**config.mk**
```make
export PLATFORM = sky130hd
export DESIGN_NAME = mem_rd_arbiter_flat
export DESIGN_NICKNAME = d
export VERILOG_FILES = /design/src/rtl/mem_rd_arbiter_pkg.sv /design/src/rtl/mem_rd_arbiter_if.sv /design/src/rtl/mem_rd_arbiter_tag_fifo.sv /design/src/rtl/mem_rd_arbiter.sv /design/src/flat_wrapper.sv
export SDC_FILE = /design/constraint.sdc
export NUM_CORES = 1
export LEC_CHECK = 0
export ABC_AREA = 1
export ABC_CLOCK_PERIOD_IN_PS = 8000
export CELL_PAD_IN_SITES_DETAIL_PLACEMENT = 1
export CELL_PAD_IN_SITES_GLOBAL_PLACEMENT = 1
export CORE_MARGIN = 2
export CORE_UTILIZATION = 41
export CTS_CLUSTER_DIAMETER = 60
export CTS_CLUSTER_SIZE = 14
export DETAILED_ROUTE_END_ITERATION = 16
export GPL_TIMING_DRIVEN = 0
export PLACE_DENSITY_LB_ADDON = 0.1
export SLEW_MARGIN = 30
export SYNTH_ARGS = -nofsm -noshare
export SYNTH_HDL_FRONTEND = slang
export SYNTH_SLANG_ARGS = --single-unit
```
**constraint.sdc**
```tcl
create_clock -name clk -period 8 [get_ports clk]
set_input_delay 1.6 -clock clk [delete_from_list [all_inputs] [get_ports clk]]
set_output_delay 1.6 -clock clk [all_outputs]
set_load 0.005 [all_outputs]
```
**src/rtl/mem_rd_arbiter_pkg.sv**
```systemverilog
`default_nettype none
// +----------------------------------------------------------------------------+
// | Module      : mem_rd_arbiter_pkg                                           |
// | Description : Shared constants and types for the memory read arbiter:     |
// |               default memory-port widths, requester ids, and the layout   |
// |               of one in-flight tag entry.                                  |
// | Revision    : 1.0 - initial release                                        |
// +----------------------------------------------------------------------------+
package mem_rd_arbiter_pkg;

  // Default configuration of the shared memory read port
  localparam int c_nreq  = 2;
  localparam int c_depth = 4;
  localparam int c_aw    = 16;
  localparam int c_dw    = 16;

  // Requester ids; fetch sits at index 0 and therefore wins first after reset
  localparam int REQ_FETCH = 0;
  localparam int REQ_LD    = 1;

  // Width of the id field, never narrower than one bit
  function automatic int id_width(input int nreq);
    return (nreq > 1) ? $clog2(nreq) : 1;
  endfunction

  localparam int c_tag_id_w = id_width(c_nreq);

  // One in-flight read: who asked, and which address is expected back
  typedef struct packed {
    logic [c_tag_id_w-1:0] id;
    logic [c_aw-1:0]       addr;
  } tag_entry_t;

endpackage : mem_rd_arbiter_pkg
`default_nettype wire

```
**src/rtl/mem_rd_arbiter_if.sv**
```systemverilog
`default_nettype none
// +----------------------------------------------------------------------------+
// | Module      : mem_rd_arbiter_if                                            |
// | Description : Bus bundle between requesters, the arbiter and the memory.  |
// |   Requester side : req, req_addr (flattened, i at [i*AW +: AW]), gnt,      |
// |                    resp_valid (one-hot), resp_addr, resp_data             |
// |   Memory side    : mem_re, mem_raddr, mem_ready, mem_addr_out,            |
// |                    mem_data_out                                            |
// |   Modports       : slave  = arbiter view                                   |
// |                    master = requesters + memory model view                 |
// | Revision    : 1.0 - initial release                                        |
// +----------------------------------------------------------------------------+
interface mem_rd_arbiter_if
  import mem_rd_arbiter_pkg::*;
#(
  parameter int NREQ = c_nreq,
  parameter int AW   = c_aw,
  parameter int DW   = c_dw
) ();

  logic [NREQ-1:0]    req;
  logic [NREQ*AW-1:0] req_addr;
  logic [NREQ-1:0]    gnt;
  logic [NREQ-1:0]    resp_valid;
  logic [AW-1:0]      resp_addr;
  logic [DW-1:0]      resp_data;

  logic               mem_re;
  logic [AW-1:0]      mem_raddr;
  logic               mem_ready;
  logic [AW-1:0]      mem_addr_out;
  logic [DW-1:0]      mem_data_out;

  modport slave (
    input  req, req_addr, mem_ready, mem_addr_out, mem_data_out,
    output gnt, resp_valid, resp_addr, resp_data, mem_re, mem_raddr
  );

  modport master (
    output req, req_addr, mem_ready, mem_addr_out, mem_data_out,
    input  gnt, resp_valid, resp_addr, resp_data, mem_re, mem_raddr
  );

endinterface : mem_rd_arbiter_if
`default_nettype wire

```
**src/rtl/mem_rd_arbiter_tag_fifo.sv**
```systemverilog
`default_nettype none
// +----------------------------------------------------------------------------+
// | Module      : mem_rd_arbiter_tag_fifo                                      |
// | Description : Synchronous FIFO holding in-flight read tags, oldest at the |
// |               head. Push and pop in the same cycle are allowed even when  |
// |               full. A separate occupancy counter tells full from empty.   |
// |   clk, rst    : clock, asynchronous active-high reset                      |
// |   i_push      : write i_push_data at the tail                              |
// |   i_pop       : drop the head entry                                        |
// |   o_head      : current head entry                                         |
// |   o_count     : occupancy, 0..DEPTH                                        |
// |   o_empty     : occupancy is zero                                          |
// | Revision    : 1.0 - initial release                                        |
// +----------------------------------------------------------------------------+
module mem_rd_arbiter_tag_fifo #(
  parameter int WIDTH = 17,
  parameter int DEPTH = 4
) (
  input  logic                     clk,
  input  logic                     rst,
  input  logic                     i_push,
  input  logic [WIDTH-1:0]         i_push_data,
  input  logic                     i_pop,
  output logic [WIDTH-1:0]         o_head,
  output logic [$clog2(DEPTH):0]   o_count,
  output logic                     o_empty
);

  localparam int                c_ptr_w = $clog2(DEPTH);
  localparam logic [c_ptr_w:0]  c_full  = (c_ptr_w + 1)'(DEPTH);

  logic [WIDTH-1:0]   r_mem [DEPTH];
  logic [c_ptr_w-1:0] r_wr_ptr;
  logic [c_ptr_w-1:0] r_rd_ptr;
  logic [c_ptr_w:0]   r_count;
  logic               w_do_push;
  logic               w_do_pop;

  // Guard against misuse so occupancy can never leave 0..DEPTH
  assign w_do_pop  = i_pop && (r_count != '0);
  assign w_do_push = i_push && ((r_count != c_full) || w_do_pop);

  always_ff @(posedge clk or posedge rst) begin
    if (rst) begin
      r_wr_ptr <= '0;
      r_rd_ptr <= '0;
      r_count  <= '0;
    end else begin
      // Pointers wrap naturally because DEPTH is a power of two
      if (w_do_push) r_wr_ptr <= r_wr_ptr + 1'b1;
      if (w_do_pop)  r_rd_ptr <= r_rd_ptr + 1'b1;
      case ({w_do_push, w_do_pop})
        2'b10:   r_count <= r_count + 1'b1;
        2'b01:   r_count <= r_count - 1'b1;
        default: r_count <= r_count;
      endcase
    end
  end

  // Storage needs no reset; occupancy decides what is valid
  always_ff @(posedge clk) begin
    if (w_do_push) r_mem[r_wr_ptr] <= i_push_data;
  end

  assign o_head  = r_mem[r_rd_ptr];
  assign o_count = r_count;
  assign o_empty = (r_count == '0);

endmodule : mem_rd_arbiter_tag_fifo
`default_nettype wire

```
**src/rtl/mem_rd_arbiter.sv**
```systemverilog
`default_nettype none
// +----------------------------------------------------------------------------+
// | Module      : mem_rd_arbiter                                               |
// | Description : Shares one memory read port among NREQ requesters. Grants   |
// |               one request per cycle round-robin, records each issued read |
// |               in an in-order tag FIFO and routes every in-order memory    |
// |               response back to the requester that issued it.             |
// |   clk         : clock, all state on posedge                                |
// |   reset       : asynchronous active-high reset                             |
// |   bus         : requester and memory signals (slave modport)               |
// |   outstanding : reads issued and not yet answered                          |
// |   err         : sticky, set when a response address misses the FIFO head |
// | Revision    : 1.0 - initial release                                        |
// +----------------------------------------------------------------------------+
module mem_rd_arbiter
  import mem_rd_arbiter_pkg::*;
#(
  parameter int NREQ  = c_nreq,
  parameter int DEPTH = c_depth,
  parameter int AW    = c_aw,
  parameter int DW    = c_dw
) (
  input  logic                   clk,
  input  logic                   reset,
  mem_rd_arbiter_if.slave        bus,
  output logic [$clog2(DEPTH):0] outstanding,
  output logic                   err
);

  localparam int                 c_id_w     = id_width(NREQ);
  localparam int                 c_sum_w    = c_id_w + 1;
  localparam int                 c_cnt_w    = $clog2(DEPTH) + 1;
  localparam int                 c_ent_w    = c_id_w + AW;
  localparam logic [c_cnt_w-1:0] c_depth_n  = c_cnt_w'(DEPTH);
  localparam logic [c_sum_w-1:0] c_nreq_n   = c_sum_w'(NREQ);

  logic [AW-1:0]      w_req_addr [NREQ];
  logic [c_id_w-1:0]  r_rr_ptr;
  logic [c_sum_w-1:0] w_sum;
  logic [c_sum_w-1:0] w_sel_inc;
  logic [c_id_w-1:0]  w_sel;
  logic [c_id_w-1:0]  w_next_ptr;
  logic               w_found;
  logic               w_grant;
  logic               w_can_push;
  logic [NREQ-1:0]    w_gnt;

  logic [c_ent_w-1:0] w_head;
  logic [AW-1:0]      w_head_addr;
  logic [c_id_w-1:0]  w_head_id;
  logic [c_cnt_w-1:0] w_count;
  logic               w_empty;
  logic               w_hit;
  logic               w_pop;
  logic               w_mismatch;

  logic               r_mem_re;
  logic [AW-1:0]      r_mem_raddr;
  logic [NREQ-1:0]    r_resp_valid;
  logic [AW-1:0]      r_resp_addr;
  logic [DW-1:0]      r_resp_data;
  logic               r_err;

  generate
    for (genvar gi = 0; gi < NREQ; gi++) begin : g_unpack_addr
      assign w_req_addr[gi] = bus.req_addr[gi*AW +: AW];
    end
  endgenerate

  // Response matching against the oldest in-flight read
  assign w_head_addr = w_head[AW-1:0];
  assign w_head_id   = w_head[AW +: c_id_w];
  assign w_hit       = bus.mem_ready && !w_empty;
  assign w_pop       = w_hit && (bus.mem_addr_out == w_head_addr);
  assign w_mismatch  = w_hit && (bus.mem_addr_out != w_head_addr);

  // A pop in the same cycle frees a slot, so a full FIFO can still accept
  assign w_can_push  = (w_count < c_depth_n) || w_pop;

  // Round-robin: walk offsets from the highest down so the smallest offset
  // from the pointer with an active request is the one left in w_sel.
  always_comb begin
    w_found = 1'b0;
    w_sel   = '0;
    w_sum   = '0;
    for (int k = NREQ - 1; k >= 0; k--) begin
      w_sum = {1'b0, r_rr_ptr} + c_sum_w'(k);
      if (w_sum >= c_nreq_n) w_sum = w_sum - c_nreq_n;
      if (bus.req[w_sum[c_id_w-1:0]]) begin
        w_found = 1'b1;
        w_sel   = w_sum[c_id_w-1:0];
      end
    end
  end

  assign w_grant    = w_found && w_can_push;
  assign w_sel_inc  = {1'b0, w_sel} + 1'b1;
  assign w_next_ptr = (w_sel_inc == c_nreq_n) ? '0 : w_sel_inc[c_id_w-1:0];

  always_comb begin
    w_gnt = '0;
    if (w_grant) w_gnt[w_sel] = 1'b1;
  end

  mem_rd_arbiter_tag_fifo #(
    .WIDTH (c_ent_w),
    .DEPTH (DEPTH)
  ) u_tag_fifo (
    .clk         (clk),
    .rst         (reset),
    .i_push      (w_grant),
    .i_push_data ({w_sel, w_req_addr[w_sel]}),
    .i_pop       (w_pop),
    .o_head      (w_head),
    .o_count     (w_count),
    .o_empty     (w_empty)
  );

  always_ff @(posedge clk or posedge reset) begin
    if (reset) begin
      r_mem_re     <= 1'b0;
      r_mem_raddr  <= '0;
      r_rr_ptr     <= c_id_w'(REQ_FETCH);
      r_resp_valid <= '0;
      r_resp_addr  <= '0;
      r_resp_data  <= '0;
      r_err        <= 1'b0;
    end else begin
      r_mem_re <= w_grant;
      if (w_grant) begin
        r_mem_raddr <= w_req_addr[w_sel];
        r_rr_ptr    <= w_next_ptr;
      end
      r_resp_valid <= w_pop ? (NREQ'(1) << w_head_id) : '0;
      if (w_pop) begin
        r_resp_addr <= bus.mem_addr_out;
        r_resp_data <= bus.mem_data_out;
      end
      // Responses with an empty FIFO are strays and never flag an error
      if (w_mismatch) r_err <= 1'b1;
    end
  end

  assign bus.gnt        = w_gnt;
  assign bus.mem_re     = r_mem_re;
  assign bus.mem_raddr  = r_mem_raddr;
  assign bus.resp_valid = r_resp_valid;
  assign bus.resp_addr  = r_resp_addr;
  assign bus.resp_data  = r_resp_data;
  assign outstanding    = w_count;
  assign err            = r_err;

endmodule : mem_rd_arbiter
`default_nettype wire

```
**src/flat_wrapper.sv**
```systemverilog
// flat-port wrapper written by rule: the top's interface ports become plain ports
module mem_rd_arbiter_flat import mem_rd_arbiter_pkg::*;
#(
  parameter int NREQ  = c_nreq,
  parameter int DEPTH = c_depth,
  parameter int AW    = c_aw,
  parameter int DW    = c_dw
)
  (clk, reset, outstanding, err, bus_req, bus_req_addr, bus_mem_ready, bus_mem_addr_out, bus_mem_data_out, bus_gnt, bus_resp_valid, bus_resp_addr, bus_resp_data, bus_mem_re, bus_mem_raddr);
  mem_rd_arbiter_if #(.NREQ(NREQ), .AW(AW), .DW(DW)) bus_i ();
  input  logic clk;
  input  logic reset;
  output logic [$clog2(DEPTH):0] outstanding;
  output logic err;
  input wire logic [$bits(bus_i.req)-1:0] bus_req;
  input wire logic [$bits(bus_i.req_addr)-1:0] bus_req_addr;
  input wire logic [$bits(bus_i.mem_ready)-1:0] bus_mem_ready;
  input wire logic [$bits(bus_i.mem_addr_out)-1:0] bus_mem_addr_out;
  input wire logic [$bits(bus_i.mem_data_out)-1:0] bus_mem_data_out;
  output wire logic [$bits(bus_i.gnt)-1:0] bus_gnt;
  output wire logic [$bits(bus_i.resp_valid)-1:0] bus_resp_valid;
  output wire logic [$bits(bus_i.resp_addr)-1:0] bus_resp_addr;
  output wire logic [$bits(bus_i.resp_data)-1:0] bus_resp_data;
  output wire logic [$bits(bus_i.mem_re)-1:0] bus_mem_re;
  output wire logic [$bits(bus_i.mem_raddr)-1:0] bus_mem_raddr;
  assign bus_i.req = bus_req;
  assign bus_i.req_addr = bus_req_addr;
  assign bus_i.mem_ready = bus_mem_ready;
  assign bus_i.mem_addr_out = bus_mem_addr_out;
  assign bus_i.mem_data_out = bus_mem_data_out;
  assign bus_gnt = bus_i.gnt;
  assign bus_resp_valid = bus_i.resp_valid;
  assign bus_resp_addr = bus_i.resp_addr;
  assign bus_resp_data = bus_i.resp_data;
  assign bus_mem_re = bus_i.mem_re;
  assign bus_mem_raddr = bus_i.mem_raddr;
  mem_rd_arbiter #(.NREQ(NREQ), .DEPTH(DEPTH), .AW(AW), .DW(DW)) u_core (.clk(clk), .reset(reset), .bus(bus_i), .outstanding(outstanding), .err(err));
endmodule
```
==> impl_metrics.json, run 1 <==
{
  "final.min_clock_period_ns": 5.71,
  "maxCapViolations": 0,
  "die-area_um2": 14600,
  "gp_routability_congestion": 0.755,
  "drtPass1Iterations": 4,
  "syn2layout_area_growth_pct": 38.2,
  "port_buffers": 125,
  "longest_clk_path_bufs": 2,
  "max-slew-margin-rel_pct": 55.7,
  "grt_max_degree": 39,
  "synth_edf_count": 68,
  "insertedDiodeCount": 0,
  "layout.nets": 813,
  "synth.net_count": 663,
  "core_area_um2": 13300,
  "grt_pass1_vias": 4931,
  "worst-slew-pin-transition_ns": 0.664,
  "clock.fmax_ghz": 0.175,
  "timing.hold.worst.class": "reg2reg",
  "final-hold-violation-count": 0,
  "placementRows": 42,
  "tritoncts.num_buffers": 17,
  "synthArstFlopShare_pct": 46.9,
  "cts_tree": "done",
  "detailed_route_drc_error_count": 0,
  "clock_tree.root_cell": "clkbuf_16",
  "synth.ff_latch_count": 128,
  "post_synth_design_cell_area_um2": 5600,
  "global_route_wire_length_before_repair_um": 24300,
  "mostFrequentLayoutCells": "nand2_1, clkdlybuf4s50_1, edfxtp_1",
  "cellPowerDensity_nw_per_um2": 237,
  "setup_tns_ns": 0,
  "drive_gt1_share_pct": 9.04,
  "synthesis.yosys.warnings": 0,
  "route.detailed.vias_per_inst": 4.81,
  "setup_viol": 0,
  "overflow": 0,
  "globalRouteTotalUtil_pct": 21.9,
  "synth_area_per_cell_um2": 9.51,
  "cts-resized-gates": 0,
  "worst_setup_hold_path_clk_slew_ns": 0.06,
  "cts_htree_levels": 4,
  "post-dp-hpwl_um": 11000,
  "sort_of_element_at_the_end_of_the_critical_path": "output port",
  "max-vdd-ir-drop_v": 0.000157,
  "postCtsSetupRepairBufs": 0,
  "startpoint_type": "input port",
  "critical_path_peak_fanout": 10,
  "io_pins": 126,
  "timing.final.max_slew_violations": 0,
  "grt_antenna_before_repair": 0,
  "cts_num_sinks": 128,
  "worstSkewPairLatency_ns": 0.42,
  "synth.top_cell.area_share_pct": 36.5,
  "power_leakage_nw": 3.48,
  "drt-wirelength-per-cell_um": 16.2,
  "whs_ns": 0.475,
  "chipWidth_um": 121,
  "post-route-period-util_pct": 71.4,
  "critPathArrivalTime_ns": 4.11,
  "synth_top_cells_by_area": "edfxtp_1, dfrtp_1, nand2_1, nand3_1, inv_1",
  "timing.setup.critical_path_class": "in2out",
  "dr.first_iter.drc_count": 215,
  "antenna_left": 0,
  "final.fill_count": 1503,
  "cp_data_required_time_ns": 6.40,
  "die_height_um": 121,
  "finalWirelength_um": 15100,
  "result_of_the_run": "completed",
  "ys_seq_area_share_pct": 63.3,
  "grt_setup_unrepaired": "no",
  "synthDominantAreaCellType": "edfxtp_1",
  "final.setup_skew_ns": 0.0228,
  "post_synth_num_cell_types": 27,
  "num_vias": 4466,
  "synth-main-ff-cell": "edfxtp_1",
  "worst_hold_path.num_cells": 2,
  "post_synth_inst_count": 589,
  "effective_utilization_at_floorplan_pct": 42.1,
  "rr_worst_depth": 15,
  "final_common_cell": "nand2_1",
  "cts.hold.buffers_added": 0
}
==> layout make-up <==
type / instances / area, um2 / area share [%]
clock buffer: 18 / 450 / 5.82
multi-input combinational: 402 / 1780 / 23.0
tap: 176 / 220 / 2.85
sequential: 128 / 3540 / 45.8
timing repair buffer: 131 / 1330 / 17.2
buffer: 23 / 148 / 1.91
inverter: 36 / 145 / 1.88
clock inverter: 14 / 128 / 1.65
==> cells by family after synthesis <==
group,synth area share (%)
adder cells (fa/ha/maj),1.25
AO/OA/AOI/OAI,2.21
buffers and inverters,5.18
XOR/XNOR,0.313
AND/OR/NAND/NOR,27.8
flip-flops,63.3
==> through the flow <==
| step | util (%) | std cells | setup slack (ns) | total power [mW] | area (um2) |
|---|---|---|---|---|---|
| CTS | 58.2 | 928 | 2.32 | 1.86 | 7740 |
| global route | 58.2 | 928 | 2.18 | 1.93 | 7740 |
| global placement | 53.2 | 890 | 2.47 | 1.09 | 7070 |
| detailed placement | 53.9 | 896 | 2.37 | 1.11 | 7160 |
| floorplan | - | 589 | 3.83 | 0.930 | 5600 |
| finish | 58.2 | 928 | 2.29 | 1.84 | 7740 |
==> final timing paths <==
| kind | slack (ns) | start | to |
|---|---|---|---|
| setup / recovery | 2.29 | bus_mem_addr_out[7] | bus_gnt[1] |
| hold / removal | 0.48 | u_core.bus.resp_data[10] | u_core.bus.resp_data[10] |
| setup reg to reg | 4.78 | u_core.u_tag_fifo.r_rd_ptr[1] | u_core.u_tag_fifo.r_mem[3][3] |
| hold reg to reg | 0.48 | u_core.bus.resp_data[10] | u_core.bus.resp_data[10] |
| max in group asynchronous | 5.99 | reset | u_core.bus.resp_addr[13] |
| min in group asynchronous | 1.49 | reset | u_core.bus.resp_data[3] |
==> power by group <==
group	leakage (nW)	switching [mW]	internal [mW]
clock network	0.277	0.295	0.449
logic	1.79	0.133	0.155
registers	1.40	0.0404	0.765
total	3.48	0.469	1.37
==> flip-flops by register name, indices dropped and copies added (netlist names) <==
name and flops:
u_core.u_tag_fifo.r_mem 68, u_core.bus.mem_raddr 16, u_core.bus.resp_addr 16, u_core.bus.resp_data 16, u_core.u_tag_fifo.o_count 3, u_core.bus.resp_valid 2
u_core.u_tag_fifo.r_rd_ptr 2, u_core.u_tag_fifo.r_wr_ptr 2, u_core.bus.mem_re 1, u_core.err 1, u_core.r_rr_ptr 1
==> synthesized netlist by cell type, types with 5 or more instances <==
cell      instances
o21ai_1          17
nor2_1           19
nand3b_1         14
dfrtp_1          60
nand2_1         277
edfxtp_1         68
buf_2            10
inv_1            33
and2_1           16
buf_4             5
nand3_1          41
==> metal layers <==
metal  track usage [%]  share of wire (%)
met1              26.5                 43
met2              37.6                 50
met3              5.69                5.8
met4              8.50                1.4
met5                 0                  0
==> worst max-delay path: stages <==
cell and delay [ns]:
clkdlybuf4s50_1 0.57, nand3b_1 0.16, nand2_1 0.08, nor2_1 0.11
nand2_1 0.08, nor2_2 0.14, nand3_2 0.13, nand2_1 0.22
nand2_2 0.15, buf_2 0.23, nor2_1 0.11, clkdlybuf4s50_1 0.52
No activity file was read; power rests on OpenSTA's default activity.
==> run 2: changes to the inputs <==
- ABC_CLOCK_PERIOD_IN_PS: 8000 -> 4900
- CORE_UTILIZATION: 41 -> 34
- clock period: 8 -> 4.9 ns (I/O delays scaled with it)
==> impl_metrics.json, run 2 (same netlist as run 1, synthesis figures left out) <==
{
  "result_of_the_run": "completed",
  "die_height_um": 132,
  "power.switching_fraction_pct": 24.9,
  "sequentialPowerShare_pct": 43.6,
  "globalRouteTotalUtil_pct": 17.8,
  "dpl.cell_count": 932,
  "startpoint_type": "input port",
  "power.internal_mw": 2.26,
  "final_common_cell": "nand2_1",
  "longest_clk_path_bufs": 2,
  "postCtsSetupRepairBufs": 0,
  "grt_pass1_vias": 4632,
  "timing.setup.critical_path_class": "in2out",
  "post-route-util_pct": 48.5,
  "clock.fmax_ghz": 0.229,
  "regMostFlops": "u_core.u_tag_fifo.r_mem",
  "worst_hold_path.num_cells": 2,
  "overflow": 0,
  "cts_num_sinks": 128,
  "max_ffs_per_register": 68,
  "num_vias": 4317,
  "layout.nets": 809,
  "syn2layout_area_growth_pct": 38.6,
  "route.detailed.vias_per_inst": 4.48,
  "placementRows": 46,
  "grt_max_degree": 32,
  "post-route-period-util_pct": 89.1,
  "critical_path_peak_fanout": 10,
  "clock_tree.root_cell": "clkbuf_16",
  "global_route_wire_length_before_repair_um": 24300,
  "grt_antenna_before_repair": 0,
  "timing.final.max_slew_violations": 0,
  "max-slew-margin-rel_pct": 60.1,
  "gp_routability_congestion": 0.743,
  "timing.hold.worst.class": "reg2reg",
  "worst-slew-pin-transition_ns": 0.597,
  "die-area_um2": 17500,
  "detailed_route_drc_error_count": 0,
  "place_worst_setup_slack_ns": 0.473,
  "drive_gt1_share_pct": 8.56,
  "tritoncts.num_buffers": 17,
  "drt-wirelength-per-cell_um": 15.5,
  "effective_utilization_at_floorplan_pct": 35.0,
  "grt_setup_unrepaired": "no",
  "final-hold-violation-count": 0,
  "finalWirelength_um": 15000,
  "cts-resized-gates": 0,
  "io_pins": 126,
  "max-vdd-ir-drop_v": 0.000202,
  "setup_viol": 0,
  "postLayoutSetupSlackWorst_ns": 0.533,
  "power.share.combinational_pct": 15.6,
  "port_buffers": 125,
  "power_frac_clock_pct": 40.8,
  "core_area_um2": 16000,
  "p_switching_uw": 752,
  "antenna_left": 0,
  "cts.hold.buffers_added": 0,
  "mostFrequentLayoutCells": "nand2_1, clkdlybuf4s50_1, edfxtp_1",
  "power_leakage_nw": 3.46,
  "layoutNonFillerInstCount": 964,
  "cts_htree_levels": 4,
  "maxCapViolations": 0,
  "final.setup_skew_ns": 0.00771,
  "critPathArrivalTime_ns": 3.39,
  "drtPass1Iterations": 4,
  "sort_of_element_at_the_end_of_the_critical_path": "output port",
  "insertedDiodeCount": 0,
  "worstSkewPairLatency_ns": 0.41,
  "cellPowerDensity_nw_per_um2": 388,
  "dr.first_iter.drc_count": 161,
  "cts_tree": "done",
  "post-dp-hpwl_um": 11300,
  "rr_worst_depth": 15,
  "final.min_clock_period_ns": 4.37,
  "worst_setup_hold_path_clk_slew_ns": 0.05,
  "chipWidth_um": 132,
  "cp_data_required_time_ns": 3.92,
  "setup_tns_ns": 0
}
run 2: cell type report:
type                       instances  area (um2)
fill                            1818        8240
sequential                       128        3540
multi-input combinational        402        1790
timing repair buffer             127        1280
clock buffer                      18         439
tap                              216         270
buffer                            23         148
inverter                          36         145
clock inverter                    14         140
run 2: through the flow:
step	area, um2	power, mW	hold WS (ns)
floorplan	5600	1.52	0.451
global placement	7120	1.78	0.462
detailed placement	7180	1.81	0.464
CTS	7760	3.06	0.479
global route	7760	3.16	0.500
finish	7760	3.01	0.474
run 2: power by group through the flow:
stage	clock [mW]	combinational (mW)	sequential (mW)
finish	1.23	0.470	1.31
detailed placement	0	0.481	1.33
global route	1.31	0.530	1.33
global placement	0	0.449	1.33
CTS	1.26	0.483	1.32
floorplan	0	0.193	1.33
run 2: path summary, 6_finish.rpt:
check / start / endpoint / slack [ns]
setup / recovery: bus_mem_addr_out[12] / bus_gnt[1] / 0.53
hold / removal: u_core.bus.resp_addr[14] / u_core.bus.resp_addr[14] / 0.47
setup reg to reg: u_core.u_tag_fifo.r_rd_ptr[1] / u_core.u_tag_fifo.r_mem[1][1] / 1.68
hold reg to reg: u_core.bus.resp_addr[14] / u_core.bus.resp_addr[14] / 0.47
max in group asynchronous: reset / u_core.bus.mem_raddr[5] / 3.45
min in group asynchronous: reset / u_core.bus.resp_data[4] / 0.92
run 2: per-layer routing:
metal	global-route usage, %	routed length, um
met5	0	0
met4	5.62	219
met2	28.8	6830
met1	23.2	6910
met3	5.23	1000
run 2: critical path: stages:
cell	delay, ns
clkdlybuf4s50_1	0.51
nand3b_1	0.13
nand2_1	0.06
nor2_1	0.10
nand2_1	0.07
nor2_2	0.18
nand3_2	0.18
nand2_1	0.17
nand2_2	0.13
buf_2	0.25
nor2_1	0.12
clkdlybuf4s50_1	0.51
